$ cat src/rtl/memctl_pkg.sv
// ============================================================================
// memctl_pkg
// ----------------------------------------------------------------------------
// Shared definitions for the ROM-to-RAM copy controller.
//
// Contents
//   ADDR_W_DEF  default address width (1024-deep ROM and RAM)
//   DATA_W_DEF  default data width (one byte per location)
//   LEN_W_DEF   default width of the byte-count input. It is one bit wider
//               than the address so that a full-memory copy (len = 2^ADDR_W)
//               can be expressed.
//   state_e     controller state enumeration (IDLE, READ, XFER, FIN)
//   len_width() derives the byte-count width from any address width
//
// Optional feature
//   CHECKSUM_EN (macro) adds a running byte checksum output to
//   mem_copy_ctrl. Nothing in this package depends on it.
// ============================================================================
package memctl_pkg;

    localparam int ADDR_W_DEF = 10;
    localparam int DATA_W_DEF = 8;
    localparam int LEN_W_DEF  = ADDR_W_DEF + 1;

    // IDLE : waiting for start, all outputs hold
    // READ : first ROM address presented, nothing to write yet
    // XFER : one write per cycle, next ROM address presented each cycle
    // FIN  : one-cycle done pulse, then back to IDLE
    typedef enum logic [1:0] {
        IDLE = 2'd0,
        READ = 2'd1,
        XFER = 2'd2,
        FIN  = 2'd3
    } state_e;

    // Width of a byte counter able to hold 0 .. 2^addr_w inclusive.
    function automatic int len_width(input int addr_w);
        return addr_w + 1;
    endfunction

endpackage : memctl_pkg

$ cat src/rtl/xfer_addr_gen.sv
// ============================================================================
// xfer_addr_gen
// ----------------------------------------------------------------------------
// Address and remaining-count counters for mem_copy_ctrl.
//
// The source counter drives the ROM address directly. The destination
// counter drives the RAM address directly. Both wrap modulo 2^ADDR_W
// through natural overflow of the ADDR_W-bit registers.
//
// Operation
//   load_i  : capture src_base_i into the source counter, keep dst_base_i
//             aside and load the remaining count with len_i. The destination
//             counter is deliberately left alone, so the RAM address keeps
//             showing the previous transfer's last address until the first
//             write.
//   prime_i : (READ cycle) advance the source counter to the second byte and
//             move the captured destination base into the destination
//             counter. The first write then lands on dst_base.
//   step_i  : (XFER cycle) one byte written this cycle. Advance both
//             counters and decrement the remaining count.
//   last_o  : the byte being written this cycle is the final one.
//
// Ports
//   clk_i        clock, rising edge
//   reset_i      synchronous active-high reset, clears every register
//   load_i       accepted start with a non-zero length
//   prime_i      controller is in READ
//   step_i       controller is in XFER
//   src_base_i   first ROM address
//   dst_base_i   first RAM address
//   len_i        byte count (ADDR_W+1 bits)
//   src_addr_o   current ROM read address
//   dst_addr_o   current RAM write address
//   last_o       remaining count equals one
// ============================================================================
module xfer_addr_gen #(
    parameter int ADDR_W = memctl_pkg::ADDR_W_DEF
) (
    input  logic              clk_i,
    input  logic              reset_i,
    input  logic              load_i,
    input  logic              prime_i,
    input  logic              step_i,
    input  logic [ADDR_W-1:0] src_base_i,
    input  logic [ADDR_W-1:0] dst_base_i,
    input  logic [ADDR_W:0]   len_i,
    output logic [ADDR_W-1:0] src_addr_o,
    output logic [ADDR_W-1:0] dst_addr_o,
    output logic              last_o
);

    localparam logic [ADDR_W-1:0] ADDR_ONE = ADDR_W'(1);
    localparam logic [ADDR_W:0]   LEN_ONE  = (ADDR_W + 1)'(1);

    logic [ADDR_W-1:0] src_q,      src_d;
    logic [ADDR_W-1:0] dst_q,      dst_d;
    logic [ADDR_W-1:0] dst_base_q, dst_base_d;
    logic [ADDR_W:0]   rem_q,      rem_d;

    always_comb begin
        src_d      = src_q;
        dst_d      = dst_q;
        dst_base_d = dst_base_q;
        rem_d      = rem_q;

        if (load_i) begin
            src_d      = src_base_i;
            dst_base_d = dst_base_i;
            rem_d      = len_i;
        end else if (prime_i) begin
            src_d = src_q + ADDR_ONE;
            dst_d = dst_base_q;
        end else if (step_i) begin
            src_d = src_q + ADDR_ONE;
            dst_d = dst_q + ADDR_ONE;
            rem_d = rem_q - LEN_ONE;
        end
    end

    always_ff @(posedge clk_i) begin
        if (reset_i) begin
            src_q      <= '0;
            dst_q      <= '0;
            dst_base_q <= '0;
            rem_q      <= '0;
        end else begin
            src_q      <= src_d;
            dst_q      <= dst_d;
            dst_base_q <= dst_base_d;
            rem_q      <= rem_d;
        end
    end

    assign src_addr_o = src_q;
    assign dst_addr_o = dst_q;
    assign last_o     = (rem_q == LEN_ONE);

endmodule : xfer_addr_gen

$ cat src/rtl/mem_copy_ctrl.sv
// ============================================================================
// mem_copy_ctrl
// ----------------------------------------------------------------------------
// Copies len bytes from a synchronous-read ROM to a RAM at one byte per clock.
//
// Timeline for a transfer whose start is sampled on edge E0 (cycle n is the
// clock period that ends on edge En):
//   cycle 1          READ : addr_in = src_base, busy = 1, we = 0
//   cycle 2..len+1   XFER : we = 1, addr_out = dst_base + k,
//                           dout = din = ROM[src_base + k],
//                           addr_in = src_base + k + 1
//   cycle len+2      FIN  : done = 1, busy = 0
// With len = 0 the controller goes straight to FIN in cycle 1.
//
// dout follows din combinationally while writing, because the ROM data
// arrives in the same cycle the write must happen. Outside XFER, dout shows a
// register holding the last byte written, so the RAM-side outputs stay
// steady whenever we is low.
//
// Ports
//   clk       clock, rising edge
//   reset     synchronous active-high reset. It has priority over start and
//             aborts a transfer in progress without any done pulse.
//   start     request, accepted only in IDLE
//   src_base  first ROM address (sampled on accepted start)
//   dst_base  first RAM address (sampled on accepted start)
//   len       byte count 0..2^ADDR_W (sampled on accepted start)
//   addr_in   ROM read address
//   din       ROM read data, valid one cycle after addr_in
//   addr_out  RAM write address
//   dout      RAM write data
//   we        RAM write enable
//   busy      transfer in progress (READ or XFER)
//   done      one-cycle completion pulse (FIN)
//   checksum  (only with CHECKSUM_EN defined) sum modulo 2^DATA_W of every
//             byte written. It clears on an accepted start and on reset.
//
// Build option
//   CHECKSUM_EN : adds the checksum output and its accumulator.
// ============================================================================
module mem_copy_ctrl
    import memctl_pkg::*;
#(
    parameter int ADDR_W = ADDR_W_DEF,
    parameter int DATA_W = DATA_W_DEF
) (
    input  logic              clk,
    input  logic              reset,
    input  logic              start,
    input  logic [ADDR_W-1:0] src_base,
    input  logic [ADDR_W-1:0] dst_base,
    input  logic [ADDR_W:0]   len,
    output logic [ADDR_W-1:0] addr_in,
    input  logic [DATA_W-1:0] din,
    output logic [ADDR_W-1:0] addr_out,
    output logic [DATA_W-1:0] dout,
    output logic              we,
    output logic              busy,
    output logic              done
`ifdef CHECKSUM_EN
    ,
    output logic [DATA_W-1:0] checksum
`endif
);

    state_e state_q, state_d;

    logic start_ok;        // start seen while idle
    logic len_zero;
    logic load_counters;
    logic last_byte;
    logic [DATA_W-1:0] dout_hold_q;

    assign start_ok      = start && (state_q == IDLE);
    assign len_zero      = (len == '0);
    assign load_counters = start_ok && !len_zero;

    // ------------------------------------------------------------------
    // Address / count generation
    // ------------------------------------------------------------------
    xfer_addr_gen #(
        .ADDR_W (ADDR_W)
    ) u_addr_gen (
        .clk_i      (clk),
        .reset_i    (reset),
        .load_i     (load_counters),
        .prime_i    (state_q == READ),
        .step_i     (state_q == XFER),
        .src_base_i (src_base),
        .dst_base_i (dst_base),
        .len_i      (len),
        .src_addr_o (addr_in),
        .dst_addr_o (addr_out),
        .last_o     (last_byte)
    );

    // ------------------------------------------------------------------
    // Controller FSM
    // ------------------------------------------------------------------
    always_comb begin
        state_d = state_q;
        case (state_q)
            IDLE: begin
                if (start) begin
                    state_d = len_zero ? FIN : READ;
                end
            end
            READ:    state_d = XFER;
            XFER: begin
                if (last_byte) begin
                    state_d = FIN;
                end
            end
            FIN:     state_d = IDLE;
            default: state_d = IDLE;
        endcase
    end

    always_ff @(posedge clk) begin
        if (reset) begin
            state_q <= IDLE;
        end else begin
            state_q <= state_d;
        end
    end

    assign we   = (state_q == XFER);
    assign busy = (state_q == READ) || (state_q == XFER);
    assign done = (state_q == FIN);

    // ------------------------------------------------------------------
    // Write data: live ROM data while writing, last written byte otherwise
    // ------------------------------------------------------------------
    always_ff @(posedge clk) begin
        if (reset) begin
            dout_hold_q <= '0;
        end else if (we) begin
            dout_hold_q <= din;
        end
    end

    assign dout = we ? din : dout_hold_q;

`ifdef CHECKSUM_EN
    // ------------------------------------------------------------------
    // Running checksum. The last byte is added on the edge that enters FIN,
    // so the value is final while done is high. It then holds until the
    // next accepted start.
    // ------------------------------------------------------------------
    logic [DATA_W-1:0] sum_q;

    always_ff @(posedge clk) begin
        if (reset || start_ok) begin
            sum_q <= '0;
        end else if (we) begin
            sum_q <= sum_q + din;
        end
    end

    assign checksum = sum_q;
`endif

endmodule : mem_copy_ctrl

$ cat config.mk
export PLATFORM = sky130hd
export DESIGN_NAME = mem_copy_ctrl
export DESIGN_NICKNAME = d
export VERILOG_FILES = /design/src/rtl/memctl_pkg.sv /design/src/rtl/xfer_addr_gen.sv /design/src/rtl/mem_copy_ctrl.sv
export SDC_FILE = /design/constraint.sdc
export NUM_CORES = 1
export LEC_CHECK = 0
export ABC_AREA = 1
export CAP_MARGIN = 20
export CELL_PAD_IN_SITES_DETAIL_PLACEMENT = 0
export CELL_PAD_IN_SITES_GLOBAL_PLACEMENT = 1
export CORE_MARGIN = 4
export CORE_UTILIZATION = 34
export CTS_CLUSTER_SIZE = 25
export DETAILED_ROUTE_END_ITERATION = 10
export GPL_TIMING_DRIVEN = 0
export PLACE_DENSITY = 0.79
export SLEW_MARGIN = 10
export SYNTH_ARGS = -nofsm -noshare
export SYNTH_HDL_FRONTEND = slang
export SYNTH_SLANG_ARGS = --single-unit
$ cat constraint.sdc
create_clock -name clk -period 1.91 [get_ports clk]
set_input_delay 0.191 -clock clk [delete_from_list [all_inputs] [get_ports clk]]
set_output_delay 0.191 -clock clk [all_outputs]
set_load 0.005 [all_outputs]
==> impl.org <==
** Run status
- The run finished with clean final reports.

** CTS
- Buffers from clock root to sink, at most :: 2
- TritonCTS built the clock tree.
- H-Tree Level Count :: 2
- TritonCTS created 5 clock buffers.
- Clock-pin slew was measured on the worst setup and hold paths at 100 ps.
- Clock latency at the later pin of the worst-skew pair :: 320 ps
- For this design, the sink count on the clock tree is ~50.
- Cell at the root of the clock tree :: clkbuf_8

** Layout
- Post-route standard cell area excluding fillers :: 4120 sq um
- Once layout is complete, the utilization of the core stands at 0.468.
- At the end of the flow, the number of nets in the layout was approximately 640.
- The repair_antennas step left the layout with diodes totalling 0.
- In the final layout, the share of cells above drive strength 1 is 0.0765.
- Synth-to-Final Area Change :: 33.3%

** Synth
- Async set-or-reset flop fraction in the synthesized netlist :: 0
- The synthesized design contains 0 enable-type register cells.
- Number of unique standard cell types used by synthesis :: 34
- After synthesis the netlist holds a flip-flop and latch count of 51.
- Of all cell types, the one taking the most synthesized area is dfxtp_1.
- Yosys Warn Count :: 0
- Synthesis produced a netlist with a net count of approximately 550.
- Area contributors post-synth :: dfxtp_1, nand2_1, nor2_1
- Syn Inst Count :: 503
- Of the total synthesized cell area, the portion taken by full adders, half adders and majority gates is 0.0364.
- Dominant combinational cell family by area after synthesis :: simple AND/OR/NAND/NOR gates
- The share of synthesized area in the top cell type comes to 0.330.
- Compound-gate portion of the synthesized area :: 0.103
- Share of the synthesized netlist area taken by xor and xnor gates :: 0.0198
- A synthesized cell averages 6.15 sq um.
- Sequential fraction of the synthesis area :: 0.330
- The cell area that synthesis handed to floorplanning was 3090 sq um.
- Mux share of post-synthesis cell area :: 0
- Of the total synthesized cell area, the portion taken by AND, OR, NAND and NOR gates is 0.419.
- The most used flip-flop cell after synthesis is dfxtp_1.

** STA
- At the pin with the least slew margin, the transition time is 563 ps.
- # setup viols final :: 0
- The number of hold violations in the final report is 0.
- The count of final max-slew check failures was 0.
- Setup repair after global routing left no endpoint under its margin.
- The worst pin sits at a relative slew slack of 0.625.
- Max Clk Rate :: 544 MHz
- The routed design could run at a clock period as short as 1840 ps.
- Final period utilization :: 0.962
- Setup total negative slack on the finished layout was measured at 0 ps.
- Clock skew on the completed layout was measured at 11.9 ps.

** Worst setup path
- At the worst endpoint, the required time is 1720 ps.
- STA classifies the critical path startpoint as a register.
- Critical path cell sequence :: inv_1 > ha_4 > clkdlybuf4s50_1
- In this run the worst path has a maximum fanout of 4.
- The slowest stage of the critical path belongs to the cell clkdlybuf4s50_1.
- Data arrival, critical path :: approximately 1700 ps
- Setup Crit Path Kind :: register to primary output
- For this run, the slowest stage of the critical path takes roughly 520 ps.
- The worst setup path is captured at a primary output.

** Place
- After legalization and detailed placement, the total HPWL measured approximately 6500 microns.
- Summing all placed instances gives a cell area of 3940 sq um.
- Number of port buffers :: 71
- Placer's final routability congestion estimate :: 0.826

** Die
- The die covers 10700 sq um.
- In this run the horizontal extent of the chip is 103 microns.
- After floorplanning, the core was sized to cover slightly below 9000 sq um.
- 73 I/O pins were placed.
- Die height :: 103 microns
- Number of placement rows :: 34
- The initial utilization of the core area, before any placement, comes to 0.351.

** Hold path
- The path class of the tightest hold or removal check is input port to register.

** Drt
- Via Count :: ~3200
- After detailed routing, the number of remaining DRC violations is 0.
- The first TritonRoute pass finished after 4 iterations.
- Wires add up to between 8000 and 9000 microns.
- Avg WL per Cell :: 12.6 microns
- For this block, the initial DRC count from the detailed router was 94.
- Once detail routing completed, the nets flagged for antenna violations numbered 0.
- Vias per cell :: ~4.6

** GRT
- The first global-routing pass estimated 14500 microns of wire.
- The number of global-route vias before repair came to between 3000 and 4000.
- Across every metal layer, demand over resource in global routing totals 0.171.
- Maximum number of pins on one net before global-route repair :: 18
- The number of antenna violations at the first check in global routing came to 0.
- For this run the aggregate overflow at the end of global routing stands at 0.

** Power
- For this design the ratio of total power to cell area is 1500 nW/um^2.
- LEAKAGE :: 1.91 nW
- Worst vdd ir :: 0.478 mV

** Flow run
- Max-cap violations in this run came to 0.
==> registers in the layout, summed over array words and instances (netlist names) <==
signal                 count
u_addr_gen.dst_addr_o     10
u_addr_gen.dst_base_q     10
u_addr_gen.rem_q          11
dout_hold_q                8
state_q                    2
u_addr_gen.src_addr_o     10
==> critical path: cells and delay by family (launching register included) <==
family / cells / cell delay, ps
fa+ha+maj: 1 / 330
flops: 1 / 370
buf+inv: 2 / 630
==> cells in the mapped netlist (2+ instances only) <==
library cell and n:
xor2_1 5, nand2_1 171, buf_6 2, nand3_1 27
ha_1 9, a21oi_1 22, nor3_1 2, buf_4 3
nor2_1 94, inv_1 38, o21ai_0 36, buf_2 2
inv_2 2, nand2_4 2, nand2_2 2, nand4_1 8
xnor2_1 2, nand3b_1 3, dfxtp_1 51, clkbuf_1 8
==> through the flow <==
step | setup WS [ps] | std cells | hold slack [ps] | power (mW)
after detailed placement | -401 | 682 | 445 | 5.40
final | 72.0 | 696 | 307 | 6.21
after floorplan | 274 | 503 | 354 | 4.17
after global placement | -405 | 682 | 439 | 5.39
after CTS | 28.4 | 695 | 319 | 6.23
after global routing | 0.0338 | 696 | 341 | 6.89
==> per-layer routing <==
metal  track usage  vias to the layer above  wire length, microns
met5             0                        -                     0
met4        0.0408                        0                    83
met3        0.0275                        8                   332
met2         0.295                       53                  4200
met1         0.223                     1414                  4130
li1              -                     1749                     -
==> final timing paths <==
| path | from | slack, ps | cells past startpoint | to |
|---|---|---|---|---|
| worst max register to register | state_q[1] | 220 | 10 | u_addr_gen.rem_q[10] |
| worst min-delay path | reset | 310 | 2 | dout_hold_q[0] |
| worst max-delay path | state_q[1] | 70 | 3 | busy |
| worst min register to register | u_addr_gen.dst_base_q[9] | 460 | 2 | u_addr_gen.dst_base_q[9] |
==> what timing repair did <==
action / 4_1_cts / 5_1_grt
buffers inserted: 5 / 2
resized for setup: 22 / 4
setup endpoints to repair: 17 / 31
hold buffers: 0 / 0
==> placed cells by master, fill, tap and decap left out, types with 2 or more instances in the layout <==
cell | netlist | layout
a21oi_1 | 22 | 22
buf_2 | 2 | 2
nand2_4 | 2 | 2
ha_4 | 0 | 2
nand2_1 | 171 | 171
buf_4 | 3 | 10
nor3_1 | 2 | 2
clkbuf_8 | 0 | 7
nor2_1 | 94 | 94
ha_1 | 9 | 7
nand3b_1 | 3 | 3
inv_1 | 38 | 36
xnor2_1 | 2 | 2
clkbuf_1 | 8 | 4
dlygate4sd2_1 | 0 | 8
o21ai_0 | 36 | 36
buf_6 | 2 | 2
nand2_2 | 2 | 2
nand4_1 | 8 | 8
xor2_1 | 5 | 5
inv_2 | 2 | 3
clkdlybuf4s50_1 | 0 | 63
dfxtp_2 | 0 | 2
nand3_1 | 27 | 27
inv_6 | 0 | 2
clkbuf_2 | 1 | 2
dfxtp_1 | 51 | 49
==> power breakdown <==
part	switching, mW	leakage [nW]	internal (mW)	total, mW
logic	2.09	1.44	1.64	3.73
clock network	0.422	0.0489	0.267	0.689
registers	0.355	0.419	1.43	1.79
total	2.87	1.91	3.34	6.21
==> layout make-up <==
cell class / instances / area, sq um
sequential: 51 / 1020
clock inverter: 3 / 22.5
clock buffer: 5 / 68.8
buffer: 18 / 146
inverter: 41 / 160
multi-input combinational: 392 / 1810
tap: 108 / 135
fill: 944 / 4680
timing repair buffer: 78 / 753
==> cells by family (layout without fill, tap and decap cells) <==
family          Yosys count  in the layout
fa+ha+maj                 9              9
flops                    51             51
xor+xnor                  7              7
buf+inv                  60            145
compound gates           62             62
simple gates            314            314
No activity file was read; power rests on OpenSTA's default activity.
==> patch 1 (same flow settings) <==
The option `CHECKSUM_EN` is turned on by a define.
--- a/src/rtl/mem_copy_ctrl.sv
+++ b/src/rtl/mem_copy_ctrl.sv
@@ -38,6 +38,8 @@
 // Build option
 //   CHECKSUM_EN : adds the checksum output and its accumulator.
 // ============================================================================
+`define CHECKSUM_EN
+
 module mem_copy_ctrl
     import memctl_pkg::*;
 #(
Formal check against the unedited RTL (old outputs only; new: checksum): equivalent (Yosys induction, for registers that start in step).
==> patch 1 against the original RTL <==
  * Critical path depth did not move
  * Via count rose by 13%
  * Wire length rose by 15%
  * Total power rose by 22%
  * Final area rose by 17%
  * Clock power rose by 92%
  * Area after synthesis rose by 13%
  * Sequential cell count rose by 8
  * Worst hold slack got worse by 160 ps
  * Worst setup slack improved by 2.5 ps
==> patch 1: results (changes against the original RTL) <==
DR pass1 iterations 5 (+1); Switch Pwr 0.003218 W (+12%); Leak 2.192 nW (+15%); GRT Total Usage 17.58% (+0.48 points); Commonest cells post-synth nand2_1 (144), nor2_1 (85), dfxtp_1 (59); final setup skew 15.11 ps (+3.248 ps); syn_nets 594 (+7.2%); cell family with most CP delay buffers and inverters; share of cells above drive strength 1 9.890% (+2.2 points); Largest Register u_addr_gen.rem_q; Setup crit start state_q[1]$_SDFFE_PP0P_; maximum VDD drop 0.5144 mV (+7.7%); dpl cells 747 (+9.5%); max-slew violations 0 (unchanged); Initial DRC Count 115 (+22%); Final GP Congestion 0.8283 (+0.28%); Min-Delay Path Depth 2 (unchanged); Slowest-stage cell, CP clkdlybuf4s50_1; WL/cell 13.05 um (+3.8%); Critical Path Max Stage Delay 520 ps (about the same); Primary FF master, synth dfxtp_1; Seq/Total Area, Yosys 33.82% (+0.81 points); Clock transition at path regs 80 ps (-20 ps); Synth area leaders dfxtp_1 (34%), nand2_1 (15%), nor2_1 (9.1%); via count 3630 (+13%); reg-to-reg endpoint checksum[6]$_SDFFE_PP0P_; CTS H-Tree Depth 3 (+1); first-pass GRT wire length 16.39 mm (+13%); vias in the first global route 3368 (+7.3%); Num CTS Buffers 9 (+4); CP max FO 4 (unchanged); # fillers 1055 (+12%); outcome complete, no violations; WHS Endpoint dout_hold_q[4]$_SDFF_PP0_; dpl hpwl 7.316 mm (+12%); Antenna Cells 0 (unchanged); reg2reg start checksum[0]$_SDFFE_PP0P_; end of the critical path busy; R2R depth 10 (unchanged); IO Port Bufs 79 (+11%); Worst-Skew Late Latency 350 ps (+30 ps); min-delay src reset; headroom to the max-slew limit 56.67% (-5.8 points); HP Class in -> reg; Fin Hold WS 143.8 ps (-162.9 ps); worst-case clock buffer depth 2 (unchanged); Largest register FFs 11 (unchanged); Syn Inst Count 535 (+6.4%); fin nets 691 (+8.3%); Cell Count, Final, Fillers Out 770 (+11%); pin count of the biggest net entering global routing 12 (-6); number of antenna violations at the first check in global routing 0 (unchanged); Cell variety after synth 34 (unchanged)
==> patch 1: cell families (layout without fill, tap and decap cells) <==
| logic type | Yosys count | after routing | synth area share, % |
|---|---|---|---|
| AOI/OAI and AO/OA | 102 | 102 | 14.87 |
| DFF | 59 | 59 | 33.82 |
| buffers and inverters | 73 | 175 | 9.960 |
| and+or+nand+nor | 271 | 271 | 31.75 |
| adders and majority gates | 17 | 17 | 6.306 |
| muxes | 1 | 1 | 0.2866 |
| xor gates and xnor gates | 12 | 12 | 3.010 |
==> patch 1: per-stage QoR <==
step           TNS, ps  setup slack [ps]  area, um2
4_1_cts         -38.33            -38.33       4781
5_1_grt         -5.155            -5.155       4818
3_5_place_dp     -4942            -546.5       4449
3_3_place_gp     -4696            -549.7       4449
2_1_floorplan        0             303.9       3492
6_report             0             74.54       4818
==> patch 1: timing repair <==
item / in CTS / in global routing
gates resized for setup: 30 / 9
endpoints found under the setup margin: 36 / 28
buffers inserted: 5 / 4
==> patch 1: power groups by stage <==
stage,Clock [W],Combinational [W],Sequential [W]
after floorplan,0,0.00264,0.00199
after global placement,0,0.00392,0.00204
after detailed placement,0,0.00396,0.00205
after CTS,0.00136,0.00414,0.00203
after global routing,0.00141,0.00479,0.00211
final,0.00132,0.00422,0.00204
==> patch 1: layer usage <==
metal	routed length (um)	vias up	global-route usage, %	share of wire (%)
li1	-	1896	-	-
met1	4809	1636	23.47	48
met2	4527	89	28.12	45
met3	595	9	4.521	5.9
met4	121	0	4.898	1.2
met5	0	-	0	0
==> patch 1: layout make-up <==
cell class,count,area share (%)
Inverter,54,4.622
Timing Repair Buffer,87,17.63
Buffer,18,3.661
Clock inverter,6,1.844
Tap cell,133,3.454
Multi-Input combinational cell,403,41.37
Sequential cell,59,24.57
Clock buffer,10,2.856
==> patch 2 (same settings) <==
Without the edit above. Re-encode `state_e` (4 states) as one-hot, 4 bits wide.
--- a/src/rtl/memctl_pkg.sv
+++ b/src/rtl/memctl_pkg.sv
@@ -26,11 +26,11 @@
     // READ : first ROM address presented, nothing to write yet
     // XFER : one write per cycle, next ROM address presented each cycle
     // FIN  : one-cycle done pulse, then back to IDLE
-    typedef enum logic [1:0] {
-        IDLE = 2'd0,
-        READ = 2'd1,
-        XFER = 2'd2,
-        FIN  = 2'd3
+    typedef enum logic [3:0] {
+        IDLE = 4'b0001,
+        READ = 4'b0010,
+        XFER = 4'b0100,
+        FIN  = 4'b1000
     } state_e;
 
     // Width of a byte counter able to hold 0 .. 2^addr_w inclusive.
Check against the original RTL: no difference found for any inputs over 10 cycles, from zero or initial values and one cycle with reset high; not proved beyond that.
==> patch 2 against the original RTL <==
  * The flow now finishes with violations (setup timing)
  * Wire length barely moved
  * Area after synthesis shrank 3.1%
  * Maximum frequency shrank 4.3%
  * Worst setup slack got worse by 84 ps
  * Sequential cell count is 2 higher
  * First-iteration DRC count is 12% higher
  * Sequential share of layout area increased by 0.93 points
  * Worst hold slack improved by 20 ps
  * Final area is 0.52% higher
  * Critical path depth stayed put
Power is not compared: it rests on default switching activity, and its combinational part moved more than twofold at a synthesized area within 25%.
==> patch 2: results (changes against the original RTL) <==
outcome finished with violations; failing checks setup timing; Final WS setup -11.56 ps (-83.56 ps); M1 WL 4.182 mm (+1.2%); Commonest cells post-synth nand2_1 (79), nor2_1 (61), dfxtp_1 (53); final setup skew 10.31 ps (-1.555 ps); dpl hpwl 6.475 mm (-0.92%); Fin Hold WS 326.7 ps (+19.96 ps); number of setup violations in the final report 1 (+1); CP max FO 3 (-1); DR WL met2 3.977 mm (-5.4%); syn_nets 484 (-13%); GRT Total Usage 16.75% (-0.35 points); Critical Path Max Stage Delay 580 ps (+60 ps); met3 Usage GRT 3.686% (+0.94 points); non-clock buffer share of cell area 23.36% (+1.5 points); area of the multi-input gates 1653 um2 (-8.9%); Clock buffer cells 6 (+1); Register Area 1067 um2 (+4.3%); Final GP Congestion 0.8392 (+1.6%); fin nets 575 (-9.9%); R2R Setup Slk 200 ps (-20 ps); vias in the first global route 2755 (-12%); R2R depth 9 (-1); met2 layer usage reported by global route 27.31% (-2.2 points); reg-to-reg endpoint u_addr_gen.dst_addr_o[2]$_SDFFE_PP0P_; Seq/Total Area, Yosys 35.41% (+2.4 points); nonclk inv count 54 (+32%); Multi-In Gates 311 (-21%); Synth area leaders dfxtp_1 (35%), nand2_1 (9.9%), nor2_1 (7.6%); Yosys top cell area share 35.41% (+2.4 points); met3 wire length 529 um (+59%); flip-flop and latch count 53 (+3.9%); via count 3083 (-4.4%); Worst Tran Pin Value 654.4 ps (+91.69 ps); bufs w/o clock 104 (+8.3%)
## patch 2: what timing repair did
item | CTS | global route
gates resized for setup | 39 | 5
setup buffers | 7 | 7
endpoints found under the setup margin | 10 | 4
pin swaps | 2 | 1
## patch 2: cells by family after synthesis
| family | count (synthesis) | synth area share (%) |
|---|---|---|
| buffers and inverters | 74 | 11.52 |
| adders and majority gates | 4 | 1.670 |
| AOI/OAI and AO/OA | 76 | 13.95 |
| DFF | 53 | 35.41 |
| and+or+nand+nor | 226 | 35.99 |
| xor gates and xnor gates | 5 | 1.461 |
## patch 2: metrics by stage
step | TNS (ps) | cell area (um2) | setup slack, ps | std cells | util, %
final | -11.56 | 4145 | -11.56 | 635 | 49.46
after global placement | -167.1 | 3839 | -81.31 | 614 | 45.80
after detailed placement | -112.1 | 3839 | -84.46 | 614 | 45.80
after global routing | -110.8 | 4145 | -82.05 | 635 | 49.46
after floorplan | 0 | 2997 | 585.8 | 438 | -
after CTS | -51.47 | 4079 | -51.47 | 628 | 48.66
